`src/rtl/pcieifc_fifo2axis.sv`:
```
// Drains a first-word-fall-through FIFO into an AXI-Stream master through a 2-entry skid buffer,
// truncating packets longer than MAX_BEATS (forced tlast) and discarding their remaining beats.
module pcieifc_fifo2axis #(
  parameter int DSIZE     = 256,
  parameter int KSIZE     = 8,
  parameter int MAX_BEATS = 64
) (
  input  logic                   clk,
  input  logic                   rst_n,
  input  logic                   clr,
  input  logic                   fifo_empty,
  input  logic [DSIZE+KSIZE:0]   fifo_dout,
  output logic                   fifo_ren,
  output logic                   m_axis_tvalid,
  output logic [DSIZE-1:0]       m_axis_tdata,
  output logic [KSIZE-1:0]       m_axis_tkeep,
  output logic                   m_axis_tlast,
  input  logic                   m_axis_tready,
  output logic [15:0]            pkt_cnt,
  output logic                   err_oversize,
  output logic [7:0]             err_cnt
);

  typedef enum logic {PASS, DROP} state_t;

  state_t            state, state_nxt;
  logic [15:0]       beat_cnt, beat_nxt;
  logic              skid_vld;
  logic [DSIZE-1:0]  skid_data;
  logic [KSIZE-1:0]  skid_keep;
  logic              skid_last;
  logic              accept;
  logic [1:0]        occ_after;
  logic              in_last;
  logic [KSIZE-1:0]  in_keep;
  logic [DSIZE-1:0]  in_data;
  logic              push;
  logic              trunc;
  logic              push_last;

  assign in_last   = fifo_dout[DSIZE+KSIZE];
  assign in_keep   = fifo_dout[DSIZE +: KSIZE];
  assign in_data   = fifo_dout[DSIZE-1:0];
  assign accept    = m_axis_tvalid & m_axis_tready;
  // Occupancy after this cycle's downstream accept; a pop is allowed if it leaves room.
  assign occ_after = {1'b0, m_axis_tvalid} + {1'b0, skid_vld} - {1'b0, accept};

  always_comb begin
    fifo_ren = 1'b0;
    if (rst_n && !clr && !fifo_empty) begin
      fifo_ren = (state == DROP) || (occ_after < 2'd2);
    end
  end

  always_comb begin
    state_nxt = state;
    beat_nxt  = beat_cnt;
    push      = 1'b0;
    trunc     = 1'b0;
    case (state)
      PASS: begin
        if (fifo_ren) begin
          push  = 1'b1;
          trunc = !in_last && (beat_cnt == 16'(MAX_BEATS - 1));
          if (in_last || trunc) begin
            beat_nxt = 16'd0;
          end else begin
            beat_nxt = beat_cnt + 16'd1;
          end
          if (trunc) begin
            state_nxt = DROP;
          end
        end
      end
      DROP: begin
        if (fifo_ren && in_last) begin
          state_nxt = PASS;
        end
      end
      default: state_nxt = PASS;
    endcase
  end

  assign push_last    = in_last | trunc;
  assign err_oversize = trunc;

  always_ff @(posedge clk or negedge rst_n) begin
    if (!rst_n) begin
      state         <= PASS;
      beat_cnt      <= 16'd0;
      pkt_cnt       <= 16'd0;
      err_cnt       <= 8'd0;
      m_axis_tvalid <= 1'b0;
      m_axis_tdata  <= '0;
      m_axis_tkeep  <= '0;
      m_axis_tlast  <= 1'b0;
      skid_vld      <= 1'b0;
      skid_data     <= '0;
      skid_keep     <= '0;
      skid_last     <= 1'b0;
    end else if (clr) begin
      state         <= PASS;
      beat_cnt      <= 16'd0;
      pkt_cnt       <= 16'd0;
      err_cnt       <= 8'd0;
      m_axis_tvalid <= 1'b0;
      skid_vld      <= 1'b0;
    end else begin
      state    <= state_nxt;
      beat_cnt <= beat_nxt;
      if (accept && m_axis_tlast) begin
        pkt_cnt <= pkt_cnt + 16'd1;
      end
      if (trunc && (err_cnt != 8'hFF)) begin
        err_cnt <= err_cnt + 8'd1;
      end
      // Head is held while stalled; new beats go to the skid slot.
      if (m_axis_tvalid && !accept) begin
        if (!skid_vld && push) begin
          skid_vld  <= 1'b1;
          skid_data <= in_data;
          skid_keep <= in_keep;
          skid_last <= push_last;
        end
      end else if (skid_vld) begin
        m_axis_tvalid <= 1'b1;
        m_axis_tdata  <= skid_data;
        m_axis_tkeep  <= skid_keep;
        m_axis_tlast  <= skid_last;
        skid_vld      <= push;
        if (push) begin
          skid_data <= in_data;
          skid_keep <= in_keep;
          skid_last <= push_last;
        end
      end else begin
        m_axis_tvalid <= push;
        if (push) begin
          m_axis_tdata <= in_data;
          m_axis_tkeep <= in_keep;
          m_axis_tlast <= push_last;
        end
      end
    end
  end

endmodule
```
`config.mk`:
```
export PLATFORM = sky130hd
export DESIGN_NAME = pcieifc_fifo2axis
export DESIGN_NICKNAME = d
export VERILOG_FILES = /design/src/rtl/pcieifc_fifo2axis.sv
export SDC_FILE = /design/constraint.sdc
export NUM_CORES = 1
export LEC_CHECK = 0
export ABC_AREA = 1
export CORE_ASPECT_RATIO = 0.8
export CORE_UTILIZATION = 55
export DETAILED_ROUTE_END_ITERATION = 7
export PLACE_DENSITY = 0.85
export SYNTH_ARGS = -nofsm -noshare
export SYNTH_HDL_FRONTEND = slang
export SYNTH_SLANG_ARGS = --single-unit
```
`constraint.sdc`:
```
create_clock -name clk -period 4.1 [get_ports clk]
set_clock_uncertainty 0.2 [all_clocks]
set_input_delay 0.82 -clock clk [delete_from_list [all_inputs] [get_ports clk]]
set_output_delay 0.82 -clock clk [all_outputs]
set_load 0.1 [all_outputs]
```
==> reports/metrics.yaml, run 1 <==
fmax_mhz: 272
initial_core_util: 0.559
cp-endpoint: "err_oversize"
vias: 22502
fillCellCount: 3321
fin_area_sq_um: 33300
setup_viol: 0
synth.cell_area_sq_um: 25500
placed_cell_area_sq_um: 31400
hold_viol: 0
fin_nets: 3969
slowest_stage: "clkdlybuf4s50_1"
yosysTopAreaCell: "dfrtp_1"
tightest_slew_ps: 1120
critical_path_class: "in -> out"
power.density_nw_per_um2: 617
drv_slew: 0
worst-r2r-cell-count: 12
mostFrequentLayoutCells: "1,441 x nand2_1, 572 x dfrtp_1, 555 x clkdlybuf4s50_1"
fin_ws_ps: 430
place_ws_ps: 456
ys_ff_latch: 573
post_cts_buffers: 0
clock_sinks: 573
timing.rr.start: "skid_vld"
io_pins: 562
syn2layout_area_growth_pct: 30.3
drive_gt1_frac: 0.0364
path_buf_inv: 6
p_leak_uw: 0.0166
grt_antenna_before_repair: 12
max-cap-violations: 0
drt_pass1_iterations: 5
cp.arrival_ps: 2650
cts_made_buffers: 55
start_kind: "primary input"
ir_worst_vdd_mv: 0.545
cp.depth: 12
io_buffers: 561
wl_per_cell_um: 16.0
synthCells: 3224
min_period_ps: 3670
core.rowCount: 70
grt_pass1_vias: 21384
reg2reg_slack_ps: 1110
required_ps: 3080
grt_use_total: 0.296
cp_max_fo: 5
yosys_warnings: 0
status: "finished clean"
hp-class: "reg -> reg"
clockRootBuffer: "clkbuf_16"
ys_seq_area_frac: 0.561
cp-end-kind: "primary output"
die_h_um: 195
route.detailed.drc: 0
clk_latency_ps: 580
path_clk_slew_ps: 60
die_x_um: 243
tns_ps: 0
ys_types: 30
fp.dieArea_sq_um: 47300
critPathMaxStageDelay_ps: 520
cts_tree: "yes"
synth_nets: 3498
htreeDepth: 2
drt_iter0_markers: 1962
cp_cell_sequence: "clkdlybuf4s50_1, nand2_1, inv_1, ha_1, inv_1, nand3_1, nand2_1, nand3_4, inv_2, nand2_1, inv_1, buf_12"
grt_pass1_wl_um: 113000
synth.top_cell.area_share: 0.561
gp_congestion: 0.857
syn_avg_cell_area_sq_um: 7.92
yosys-top-cells-area: "dfrtp_1 56%, nand2_1 21%, o21ai_0 8.7%"
min_period_over_period: 0.895
startpoint: "m_axis_tready"
fin_util: 0.728
vias_per_cell: 5.16
coreArea_sq_um: 45700
crit_family: "buffers and inverters"
dpl.hpwl_um: 45800
routed_wl_um: 69900
ctsResizeCount: 0
clockBufferDepth: 3
grt_max_degree: 181
relSlewSlack: 0.252
rr_endpoint: "m_axis_tdata[138]"
rsz0062_at_grt: "no"
grt_overflow: 0
layout_commonest_cell: "nand2_1"
antenna_left: 0
==> cell type report <==
cell class	count	area [sq um]	share of cell area
Sequential cell	573	14300	0.431
Multi-Input combinational cell	2148	9030	0.271
Timing Repair Buffer	593	6050	0.182
Clock buffer	81	1620	0.0486
Inverter	324	1240	0.0372
Tap cell	612	766	0.0230
Clock inverter	18	225	0.00677
Antenna cell	8	20.0	0.000601
==> logic make-up (layout without fill, tap and decap cells) <==
group	after synthesis	in the layout	share of synthesized area
fa+ha+maj	4	4	0.00196
simple gates	1574	1574	0.238
buf+inv	503	1016	0.0854
compound gates	562	562	0.111
other cells	0	8	0
xor+xnor	8	8	0.00274
flops	573	573	0.561
==> state kept, by name, summed over array words and instances, names as in the netlist <==
register and count:
err_cnt 8, skid_keep 8, beat_cnt 16, skid_vld 1, m_axis_tlast 1, skid_last 1, pkt_cnt 16, m_axis_tkeep 8
m_axis_tdata 256, state 1, skid_data 256, m_axis_tvalid 1
==> cell usage after synthesis <==
cell         n
nand2_1   1442
dfrtp_1    573
o21ai_0    442
inv_1      317
o21ai_1    105
buf_2       86
clkbuf_1    63
nor2_1      55
nand3_1     42
buf_6       21
nand4_1     21
a21oi_1      9
buf_4        7
nor3_1       7
xor2_1       6
inv_2        5
ha_1         4
a211oi_1     2
buf_1        2
nand2_2      2
nand3_4      2
nor2_4       2
xnor2_1      2
a21boi_0     1
a21o_1       1
clkinv_1     1
inv_4        1
nand3b_1     1
o21bai_1     1
o31ai_1      1
==> per-layer routing <==
layer	share of wire	wire length [um]	GRT usage	up-vias
met3	0.080	5620	0.0659	170
met2	0.46	32400	0.463	871
met4	0.044	3050	0.132	4
met5	0.00033	23	0	-
li1	-	-	-	10919
met1	0.41	28800	0.398	10538
==> how the worst min path moves through the flow <==
stage,endpoint,start,depth (start not counted),slack (ps)
4_1_cts,m_axis_tdata[220],m_axis_tdata[220],2,280
5_1_grt,m_axis_tdata[146],m_axis_tdata[146],2,290
6_report,m_axis_tdata[16],m_axis_tdata[16],2,280
3_3_place_gp,m_axis_tdata[254],m_axis_tdata[254],2,260
3_5_place_dp,m_axis_tdata[220],m_axis_tdata[220],2,260
2_1_floorplan,skid_last,skid_last,2,250
==> repair_timing <==
item | 4_1_cts | 5_1_grt
endpoints found under the setup margin | 0 | 0
hold buffers | 1 | 0
endpoints found under the hold margin | 36 | 0
==> stage by stage <==
| step | instances | hold slack [ps] | total power (uW) |
|---|---|---|---|
| floorplan | 3224 | 250 | 13200 |
| global placement | 4249 | 260 | 15200 |
| detailed placement | 4249 | 264 | 15400 |
| CTS | 4349 | 281 | 20600 |
| global route | 4357 | 291 | 21400 |
| finish | 4357 | 278 | 20500 |
==> where the power goes <==
group	internal, uW	switching, uW	leakage [uW]	total (uW)
combinational	1820	5940	0.00873	7770
clock	3040	2160	0.000909	5190
sequential	6950	624	0.00699	7580
total	11800	8720	0.0166	20500
==> worst min-delay path, stage by stage, from the launching register on <==
cell     delay [ps]
dfrtp_1         340
nand2_1          50
nand2_1          50
No activity file was read; power rests on OpenSTA's default activity.
==> run 2, diff against run 1 <==
Settings changed: CORE_MARGIN set to 1.5.
==> reports/metrics.yaml, run 2 (synthesis gave the netlist of run 1 again) <==
status: "finished clean"  # unchanged
gp_congestion: 0.882  # was 0.857
grt_antenna_before_repair: 12  # unchanged
vias_per_cell: 5.13  # was 5.16
cp-endpoint: "err_oversize"  # unchanged
grt_max_degree: 181  # unchanged
die_x_um: 244  # was 243 um
rsz0062_at_grt: "no"  # unchanged
antenna_left: 0  # unchanged
dp_cells: 4249  # unchanged
io_pins: 562  # unchanged
required_ps: 3080  # about the same
place_ws_ps: 528  # was 456 ps
cts_tree: "yes"  # unchanged
syn2layout_area_growth_pct: 30.5  # was 30.3%
p_leak_uw: 0.0167  # was 0.0166 uW
fp.dieArea_sq_um: 47800  # was 47,300 sq um
setup_viol: 0  # unchanged
drv_slew: 0  # unchanged
timing.rr.start: "skid_vld"  # unchanged
largestRegisters: "m_axis_tdata: 256 flops, skid_data: 256 flops"  # unchanged
fin_ws_ps: 522  # was 430 ps
final_cells: 4358  # was 4,357
drt_iter0_markers: 1700  # was 1,962
cp-end-kind: "primary output"  # unchanged
power.density_nw_per_um2: 617  # about the same
worst-r2r-cell-count: 12  # unchanged
fin_nets: 3969  # unchanged
rr_endpoint: "m_axis_tdata[59]"  # was m_axis_tdata[138]
relSlewSlack: 0.237  # was 0.252
drive_gt1_frac: 0.0372  # was 0.0364
layout_commonest_cell: "nand2_1"  # unchanged
initial_core_util: 0.558  # was 0.559
ir_worst_vdd_mv: 0.547  # was 0.545 mV
core.rowCount: 70  # unchanged
min_period_ps: 3580  # was 3670 ps
dpl.hpwl_um: 44900  # was 45,800 um
cp.arrival_ps: 2560  # was 2650 ps
power_uw: 20600  # was 20,500 uW
reg2reg_slack_ps: 1210  # was 1110 ps
max-cap-violations: 0  # unchanged
drt_pass1_iterations: 5  # unchanged
fmax_mhz: 280  # was 272 MHz
grt_pass1_wl_um: 111000  # was 113,000 um
vias: 22362  # was 22,502
route.detailed.drc: 0  # unchanged
io_buffers: 561  # unchanged
cp_max_fo: 5  # unchanged
routed_wl_um: 69000  # was 69,900 um
grt_pass1_vias: 21231  # was 21,384
clockBufferDepth: 3  # unchanged
path_clk_slew_ps: 60  # about the same
fillCellCount: 3296  # was 3,321
die_h_um: 196  # was 195 um
tns_ps: 0  # unchanged
start_kind: "primary input"  # unchanged
mostFrequentLayoutCells: "1,441 x nand2_1, 572 x dfrtp_1, 557 x clkdlybuf4s50_1"  # was 1,441 x nand2_1, 572 x dfrtp_1, 555 x clkdlybuf4s50_1
hp-class: "reg -> reg"  # unchanged
htreeDepth: 2  # unchanged
min_period_over_period: 0.873  # was 0.895
fin_util: 0.728  # about the same
clock_sinks: 573  # unchanged
coreArea_sq_um: 45800  # was 45,700 sq um
hold_viol: 0  # unchanged
clockRootBuffer: "clkbuf_16"  # unchanged
cts_made_buffers: 55  # unchanged
grt_overflow: 0  # unchanged
tightest_slew_ps: 1140  # was 1120 ps
critical_path_class: "in -> out"  # unchanged
clk_latency_ps: 590  # was 580 ps
grt_use_total: 0.288  # was 0.296
startpoint: "m_axis_tready"  # unchanged
wl_per_cell_um: 15.8  # was 16.0 um
-- run 2: cell types whose count changed in the layout (fill, tap and decap cells not counted) --
cell	before	now
clkbuf_8	10	19
diode_2	8	9
buf_4	20	17
clkbuf_1	14	9
clkinv_2	10	8
bufinv_16	5	3
clkdlybuf4s50_1	555	557
buf_12	16	17
-- run 2: through the flow --
step	hold slack, ps	area (sq um)
6_report	275	33300
5_1_grt	294	33300
4_1_cts	281	33300
3_5_place_dp	264	31400
3_3_place_gp	261	31400
2_1_floorplan	250	25500
-- run 2: layout make-up --
type	count	area (sq um)	share of cell area
Clock buffer	85	1720	0.0516
Sequential cell	573	14300	0.430
Multi-Input combinational cell	2148	9030	0.271
Inverter	324	1240	0.0371
Timing Repair Buffer	593	6070	0.182
Tap cell	612	766	0.0230
Clock inverter	14	155	0.00465
Antenna cell	9	22.5	0.000675
-- run 2: critical path: stages --
cell and delay, ps:
clkdlybuf4s50_1 530, nand2_1 70, inv_1 60, ha_1 220, inv_1 70, nand3_1 60, nand2_1 120, nand3_4 120
inv_2 120, nand2_1 80, inv_1 100, buf_12 180
-- run 2: how the worst min path moves through the flow --
stage                           start                end  cells after the start
global route         m_axis_tdata[13]   m_axis_tdata[13]                      2
CTS                  m_axis_tdata[91]   m_axis_tdata[91]                      2
floorplan                   skid_last          skid_last                      2
detailed placement   m_axis_tdata[91]   m_axis_tdata[91]                      2
finish              m_axis_tdata[218]  m_axis_tdata[218]                      2
global placement    m_axis_tdata[229]  m_axis_tdata[229]                      2
-- run 2: report_power, final --
group | internal, uW | switching [uW]
combinational | 1820 | 5910
sequential | 6950 | 636
clock | 3060 | 2190
total | 11800 | 8730
-- run 2: timing repair --
item,CTS,global route
buffers inserted,0,0
resized for setup,0,0
hold buffers,1,0
hold endpoints to repair,33,0
-- run 2: routing by layer --
layer / track usage / routed length [um] / vias up
met1: 0.384 / 28700 / 10498
met5: 0 / 14 / -
li1: - / - / 10935
met3: 0.0674 / 5360 / 152
met2: 0.456 / 32200 / 775
met4: 0.119 / 2710 / 2
